==> config.mk <==
export PLATFORM = sky130hd
export DESIGN_NAME = decoder_scan
export DESIGN_NICKNAME = d
export VERILOG_FILES = /design/src/rtl/decoder_scan.sv
export SDC_FILE = /design/constraint.sdc
export NUM_CORES = 1
export LEC_CHECK = 0
export ABC_AREA = 0
export CORE_ASPECT_RATIO = 1.5
export CORE_MARGIN = 4
export CORE_UTILIZATION = 43
export CTS_CLUSTER_SIZE = 12
export DETAILED_ROUTE_END_ITERATION = 8
export HOLD_SLACK_MARGIN = 0.1
export PLACE_DENSITY = 0.75
export SLEW_MARGIN = 0
export SYNTH_ARGS = -nofsm -noshare
export SYNTH_HDL_FRONTEND = slang
export SYNTH_SLANG_ARGS = --single-unit
==> constraint.sdc <==
create_clock -name clk -period 2.3 [get_ports clk]
set_clock_uncertainty 0.2 [all_clocks]
set_input_delay 0.23 -clock clk [delete_from_list [all_inputs] [get_ports clk]]
set_output_delay 0.23 -clock clk [all_outputs]
set_load 0.02 [all_outputs]
==> src/rtl/decoder_scan.sv <==
// -----------------------------------------------------------------------------
// decoder_scan
//   Registered N-to-2^N one-hot decoder with a built-in index sequencer.
//   The index is loaded directly (mode 00), advanced by single-step requests
//   (mode 01), advanced by a free-running prescaled scan (mode 10) or frozen
//   (mode 11). Typical loads: lamp/segment strobes, row scanners, channel
//   enables.
//
// Parameters
//   SEL_W      index width; Y is 2**SEL_W bits wide
//   DIV_W      prescaler width; scan spends div+1 enabled cycles per index
//   ACTIVE_LOW 1 inverts Y (selected line 0, all others 1)
//
// Ports
//   clk     in   rising-edge clock
//   rst     in   synchronous active-high reset, priority over all inputs
//   en      in   enable; low blanks Y and freezes index, prescaler, mode
//   mode    in   00 direct, 01 step, 10 scan, 11 hold
//   sel_in  in   index source in direct mode
//   step    in   advance request in step mode (level, sampled every edge)
//   div     in   scan prescaler terminal count
//   last    in   highest index before wrapping to 0 (step/scan)
//   Y       out  registered decode of idx, gated by registered en
//   idx     out  current index register
//   wrap    out  one-cycle pulse on the edge where idx wraps to 0
// -----------------------------------------------------------------------------
module decoder_scan #(
    parameter int SEL_W      = 3,
    parameter int DIV_W      = 8,
    parameter bit ACTIVE_LOW = 1'b0
) (
    input  logic                 clk,
    input  logic                 rst,
    input  logic                 en,
    input  logic [1:0]           mode,
    input  logic [SEL_W-1:0]     sel_in,
    input  logic                 step,
    input  logic [DIV_W-1:0]     div,
    input  logic [SEL_W-1:0]     last,
    output logic [2**SEL_W-1:0]  Y,
    output logic [SEL_W-1:0]     idx,
    output logic                 wrap
);

    localparam int OUT_W = 2**SEL_W;

    localparam logic [1:0] MODE_DIRECT = 2'b00;
    localparam logic [1:0] MODE_STEP   = 2'b01;
    localparam logic [1:0] MODE_SCAN   = 2'b10;

    // Idle pattern of Y: all lines inactive.
    localparam logic [OUT_W-1:0] Y_IDLE = {OUT_W{ACTIVE_LOW}};

    logic [SEL_W-1:0] r_idx;
    logic [DIV_W-1:0] r_cnt;
    logic [1:0]       r_prev_mode;
    logic             r_en_q;
    logic             r_wrap;
    logic [OUT_W-1:0] r_y;

    logic [SEL_W-1:0] w_idx_next;
    logic [DIV_W-1:0] w_cnt_next;
    logic [1:0]       w_prev_mode_next;
    logic             w_wrap_next;
    logic [OUT_W-1:0] w_y_next;
    logic [OUT_W-1:0] w_y_onehot;
    logic             w_mode_change;
    logic             w_at_last;
    logic [SEL_W-1:0] w_adv_idx;
    logic             w_adv;
    logic             w_active;

    // Shared advance rule: anything at or beyond 'last' wraps to 0.
    assign w_at_last     = (r_idx >= last);
    assign w_adv_idx     = w_at_last ? '0 : r_idx + SEL_W'(1);
    assign w_mode_change = (mode != r_prev_mode);

    // The first enabled edge after an en=0 stretch only restores Y; it does
    // not load, count or advance, so a frozen sequence resumes exactly where
    // it stopped.
    assign w_active = en && r_en_q;

    // State register
    always_ff @(posedge clk) begin
        if (rst) begin
            r_idx       <= '0;
            r_cnt       <= '0;
            r_prev_mode <= MODE_DIRECT;
            r_wrap      <= 1'b0;
            r_en_q      <= 1'b1;
            r_y         <= Y_IDLE;
        end else begin
            r_idx       <= w_idx_next;
            r_cnt       <= w_cnt_next;
            r_prev_mode <= w_prev_mode_next;
            r_wrap      <= w_wrap_next;
            r_en_q      <= en;
            r_y         <= w_y_next;
        end
    end

    // Next-state logic
    always_comb begin
        w_idx_next       = r_idx;
        w_cnt_next       = r_cnt;
        w_prev_mode_next = r_prev_mode;
        w_wrap_next      = 1'b0;
        w_adv            = 1'b0;
        if (w_active) begin
            w_prev_mode_next = mode;
            case (mode)
                MODE_DIRECT: begin
                    w_idx_next = sel_in;
                    w_cnt_next = '0;
                end
                MODE_STEP: begin
                    w_cnt_next = '0;
                    w_adv      = step;
                end
                MODE_SCAN: begin
                    // Entry edge clears the prescaler without counting, so the
                    // first advance lands div+1 enabled edges after entry.
                    if (w_mode_change) begin
                        w_cnt_next = '0;
                    end else if (r_cnt == div) begin
                        w_adv      = 1'b1;
                        w_cnt_next = '0;
                    end else begin
                        w_cnt_next = r_cnt + DIV_W'(1);
                    end
                end
                default: begin
                    if (w_mode_change) begin
                        w_cnt_next = '0;
                    end
                end
            endcase
            if (w_adv) begin
                w_idx_next  = w_adv_idx;
                w_wrap_next = w_at_last;
            end
        end
    end

    // Output logic: Y is decoded from the next index so that Y and idx
    // always change on the same edge.
    always_comb begin
        w_y_onehot = OUT_W'(1) << w_idx_next;
        if (!en) begin
            w_y_onehot = '0;
        end
        w_y_next = ACTIVE_LOW ? ~w_y_onehot : w_y_onehot;
    end

    assign Y    = r_y;
    assign idx  = r_idx;
    assign wrap = r_wrap;

endmodule

==> report_table.html <==
<table>
<tr><th>Metric</th><th>Value</th></tr>
<tr><th colspan="2">Route</th></tr>
<tr><td>Count of nets left with antenna violations after detail routing</td><td>0</td></tr>
<tr><td>Total Wirelength</td><td>3580 um</td></tr>
<tr><td>Avg WL per Cell</td><td>15.4 um</td></tr>
<tr><td>Post-route DRC</td><td>0</td></tr>
<tr><td>Iteration-0 DRC count of the detailed router</td><td>40</td></tr>
<tr><td>Vias per Instance</td><td>5.31</td></tr>
<tr><td>Routed vias</td><td>1,232</td></tr>
<tr><td>Number of detailed-routing iterations run before antenna repair</td><td>4</td></tr>
<tr><th colspan="2">Floorplanning</th></tr>
<tr><td>Die width</td><td>51.5 um</td></tr>
<tr><td>Top-level port count</td><td>32</td></tr>
<tr><td>Die Outline Area</td><td>3770 um2</td></tr>
<tr><td>Total number of placement rows</td><td>23</td></tr>
<tr><td>Vert. Die Dim</td><td>73.3 um</td></tr>
<tr><td>Total core area</td><td>2710 um2</td></tr>
<tr><td>Starting Density</td><td>0.451</td></tr>
<tr><th colspan="2">STA</th></tr>
<tr><td>Final Worst Setup Slack</td><td>-123 ps</td></tr>
<tr><td>Tightest Pin Transition</td><td>332 ps</td></tr>
<tr><td>Final Max Tran Viols</td><td>0</td></tr>
<tr><td>Final setup fails</td><td>8</td></tr>
<tr><td>Slew margin rel.</td><td>0.778</td></tr>
<tr><td>Hold Fails Final Rpt</td><td>0</td></tr>
<tr><td>Hold WS</td><td>123 ps</td></tr>
<tr><td>Maximum operating frequency</td><td>413 MHz</td></tr>
<tr><td>Final cycle utilization of the critical path</td><td>1.05</td></tr>
<tr><td>Final min period</td><td>2420 ps</td></tr>
<tr><td>Unrepaired setup endpoints after global routing</td><td>yes</td></tr>
<tr><th colspan="2">GRT</th></tr>
<tr><td>First-pass GRT wire length</td><td>5580 um</td></tr>
<tr><td>Vias in the first global route</td><td>1,299</td></tr>
<tr><td>Largest net degree at the start of global routing</td><td>14</td></tr>
<tr><td>Number of antenna violations at the first check in global routing</td><td>0</td></tr>
<tr><td>Global router's overall resource usage</td><td>0.196</td></tr>
<tr><td>Global route overflow</td><td>0</td></tr>
<tr><th colspan="2">Clock tree</th></tr>
<tr><td>Clock-pin slew on the worst setup and hold paths</td><td>80 ps</td></tr>
<tr><td>Number of sinks handled by clock tree synthesis</td><td>23</td></tr>
<tr><td>Clock tree root buffer cell</td><td>sky130_fd_sc_hd__clkbuf_8</td></tr>
<tr><td>Hold bufs inserted after CTS</td><td>0</td></tr>
<tr><td>Source-to-sink clock delay at the later pin of the worst-skew pair</td><td>270 ps</td></tr>
<tr><td>CTS HTree Levels</td><td>1</td></tr>
<tr><td>Total clock buffers created by CTS</td><td>3</td></tr>
<tr><td>Maximum count of clock buffers along a single path</td><td>2</td></tr>
<tr><td>TritonCTS clock tree</td><td>done</td></tr>
<tr><th colspan="2">Synthesis</th></tr>
<tr><td>Register area share after synthesis</td><td>0.377</td></tr>
<tr><td>Post-Synthesis Net Count</td><td>163</td></tr>
<tr><td>Number of unique standard cell types used by synthesis</td><td>40</td></tr>
<tr><td>Post-synth EDFFs</td><td>0</td></tr>
<tr><td>Top cells by area, synth</td><td>sky130_fd_sc_hd__dfxtp_1, sky130_fd_sc_hd__ha_1, sky130_fd_sc_hd__xor2_1</td></tr>
<tr><td>Synth warn</td><td>0</td></tr>
<tr><td>Synthesized instance count</td><td>135</td></tr>
<tr><td>Average cell area after synthesis</td><td>9.05 um2</td></tr>
<tr><td>Leading register cell type out of synthesis</td><td>sky130_fd_sc_hd__dfxtp_1</td></tr>
<tr><td>Post-synthesis sequential element count</td><td>23</td></tr>
<tr><td>Area share of the leading cell type in the synthesized netlist</td><td>0.377</td></tr>
<tr><td>Combined area of all synthesized cells</td><td>1220 um2</td></tr>
<tr><td>Library cell with the largest summed area after synthesis</td><td>sky130_fd_sc_hd__dfxtp_1</td></tr>
<tr><td>Share of flip-flops with an asynchronous set or reset after synthesis</td><td>0</td></tr>
<tr><th colspan="2">Layout</th></tr>
<tr><td>Most common cell after layout, fill and taps aside</td><td>sky130_fd_sc_hd__clkdlybuf4s50_1</td></tr>
<tr><td>Seq. cell area</td><td>468 um2</td></tr>
<tr><td>Synth-to-Final Area Change</td><td>60.9%</td></tr>
<tr><td>Final Instance Count excl. Fillers</td><td>232</td></tr>
<tr><td>Most frequent cells in the layout</td><td>sky130_fd_sc_hd__clkdlybuf4s50_1, sky130_fd_sc_hd__buf_4, sky130_fd_sc_hd__dfxtp_1</td></tr>
<tr><td># diodes</td><td>0</td></tr>
<tr><td>Total Nets Final</td><td>224</td></tr>
<tr><td>Area used by multi-input combinational logic</td><td>855 um2</td></tr>
<tr><td>Filler cell count</td><td>209</td></tr>
<tr><td>Share of the core filled with cells</td><td>0.726</td></tr>
<tr><td>Fraction of layout cells with a size suffix above 1</td><td>0.297</td></tr>
<tr><th colspan="2">Power</th></tr>
<tr><td>Peak supply drop</td><td>0.320 mV</td></tr>
<tr><td>Power Density</td><td>458 nW/um2</td></tr>
<tr><td>Leak</td><td>0.852 nW</td></tr>
<tr><th colspan="2">Flow run</th></tr>
<tr><td>Maximum Capacitance Violations</td><td>0</td></tr>
<tr><th colspan="2">Worst setup path</th></tr>
<tr><td>Nature of the critical path endpoint</td><td>flip-flop</td></tr>
<tr><td>Required arrival time at the worst endpoint</td><td>2300 ps</td></tr>
<tr><td>Crit start category</td><td>flip-flop</td></tr>
<tr><td>CP arrival</td><td>2420 ps</td></tr>
<tr><td>Crit path max-delay cell type</td><td>sky130_fd_sc_hd__dfxtp_1</td></tr>
<tr><td>Delay contributed by the slowest stage of the critical path</td><td>370 ps</td></tr>
<tr><td>Worst-path fanout max</td><td>4</td></tr>
<tr><td>Path type of the worst setup path</td><td>reg2reg</td></tr>
<tr><td>Cell chain of the critical path</td><td>ha_2, nand2_1, o21ai_4, buf_6, or3_1, mux2_4, a311o_1, nor3_1</td></tr>
<tr><td>Depth of the worst register-to-register path</td><td>8</td></tr>
<tr><th colspan="2">Place</th></tr>
<tr><td>Post-Place Cells</td><td>223</td></tr>
<tr><td>Routability cong.</td><td>0.843</td></tr>
<tr><td>HPWL after detailed placement</td><td>2590 um</td></tr>
<tr><td>Count of port buffers added during placement</td><td>31</td></tr>
<tr><th colspan="2">Outcome</th></tr>
<tr><td>Run status</td><td>finished, violations left</td></tr>
<tr><td>Failing checks</td><td>setup timing</td></tr>
<tr><th colspan="2">Worst hold path</th></tr>
<tr><td>Type of the tightest min-delay check</td><td>in2reg</td></tr>
<tr><td>Number of cells on the worst hold path</td><td>3</td></tr>
</table>
==> worst paths after layout <==
kind	from	end	slack (ps)
worst min-delay path	mode[1]	r_prev_mode[1]$_SDFFE_PP0P_	120
worst max-delay path	idx[1]$_SDFF_PP0_	Y[5]$_SDFF_PP0_	-120
worst min register to register	r_prev_mode[1]$_SDFFE_PP0P_	r_prev_mode[1]$_SDFFE_PP0P_	270
worst max register to register	idx[1]$_SDFF_PP0_	Y[5]$_SDFF_PP0_	-120
==> repair_timing <==
item                                    4_1_cts  5_1_grt
resized for setup                            17       11
endpoints found under the setup margin        8        9
pin swaps                                    12        5
buffers inserted                              3        2
==> final cells by class <==
cell class / count / area share
clock buffers: 3 / 0.0210
repair buffers: 58 / 0.264
flip-flops and latches: 23 / 0.238
inverters: 8 / 0.0153
multi-input cells: 102 / 0.435
clock inverters: 1 / 0.00255
well taps: 37 / 0.0236
==> worst max-delay path, delay by kind of cell, from the launching register on <==
family                   cells  cell delay [ps]
AND/OR/NAND/NOR              3              680
AO/OA/AOI/OAI                2              400
flip-flops                   1              370
multiplexers                 1              290
adder cells (fa/ha/maj)      1              280
buffers and inverters        1              120
==> report_power, final <==
part | internal, W | leakage [nW] | switching (W)
clock network | 0.000121 | 0.0255 | 0.000137
registers | 0.000407 | 0.188 | 0.00000540
logic | 0.000119 | 0.638 | 0.000110
==> cell families (layout without fill, tap and decap cells) <==
group | Yosys count | count (layout) | synth area share
multiplexers | 2 | 2 | 0.0205
adder cells (fa/ha/maj) | 8 | 8 | 0.0820
AO/OA/AOI/OAI | 18 | 18 | 0.105
XOR/XNOR | 16 | 16 | 0.115
buffers and inverters | 10 | 70 | 0.0307
flip-flops | 23 | 23 | 0.377
AND/OR/NAND/NOR | 58 | 58 | 0.270
==> registers in the layout (all words and copies together) (netlist names) <==
| signal | cells |
|---|---|
| Y | 8 |
| idx | 3 |
| r_cnt | 8 |
| r_en_q | 1 |
| r_prev_mode | 2 |
| wrap | 1 |
==> per-layer routing <==
layer  vias up  GRT usage  share of wire
li1        597          -              -
met1       586      0.193           0.36
met2        37      0.380           0.56
met3        12     0.0304          0.041
met4         0     0.0991          0.032
met5         -          0              0
==> stage by stage <==
| stage | worst slack (ps) | setup TNS [ps] | total power [W] | cell area (um2) |
|---|---|---|---|---|
| 5_1_grt | -154 | -918 | 0.000933 | 1960 |
| 3_5_place_dp | -458 | -4250 | 0.000602 | 1750 |
| 6_report | -123 | -646 | 0.000899 | 1960 |
| 2_1_floorplan | 10.2 | 0 | 0.000507 | 1230 |
| 4_1_cts | -97.4 | -171 | 0.000880 | 1890 |
| 3_3_place_gp | -403 | -3450 | 0.000596 | 1750 |
==> synth_stat cells, drive strengths merged, types with 3 or more instances <==
master and count:
or3 3, xnor2 5, nor3 9, xor2 11, a21oi 4, ha 8
dfxtp 23, nor2 11, nand4 4, nand2 12, inv 8, and3 4
(Power assumes the default switching activity.)
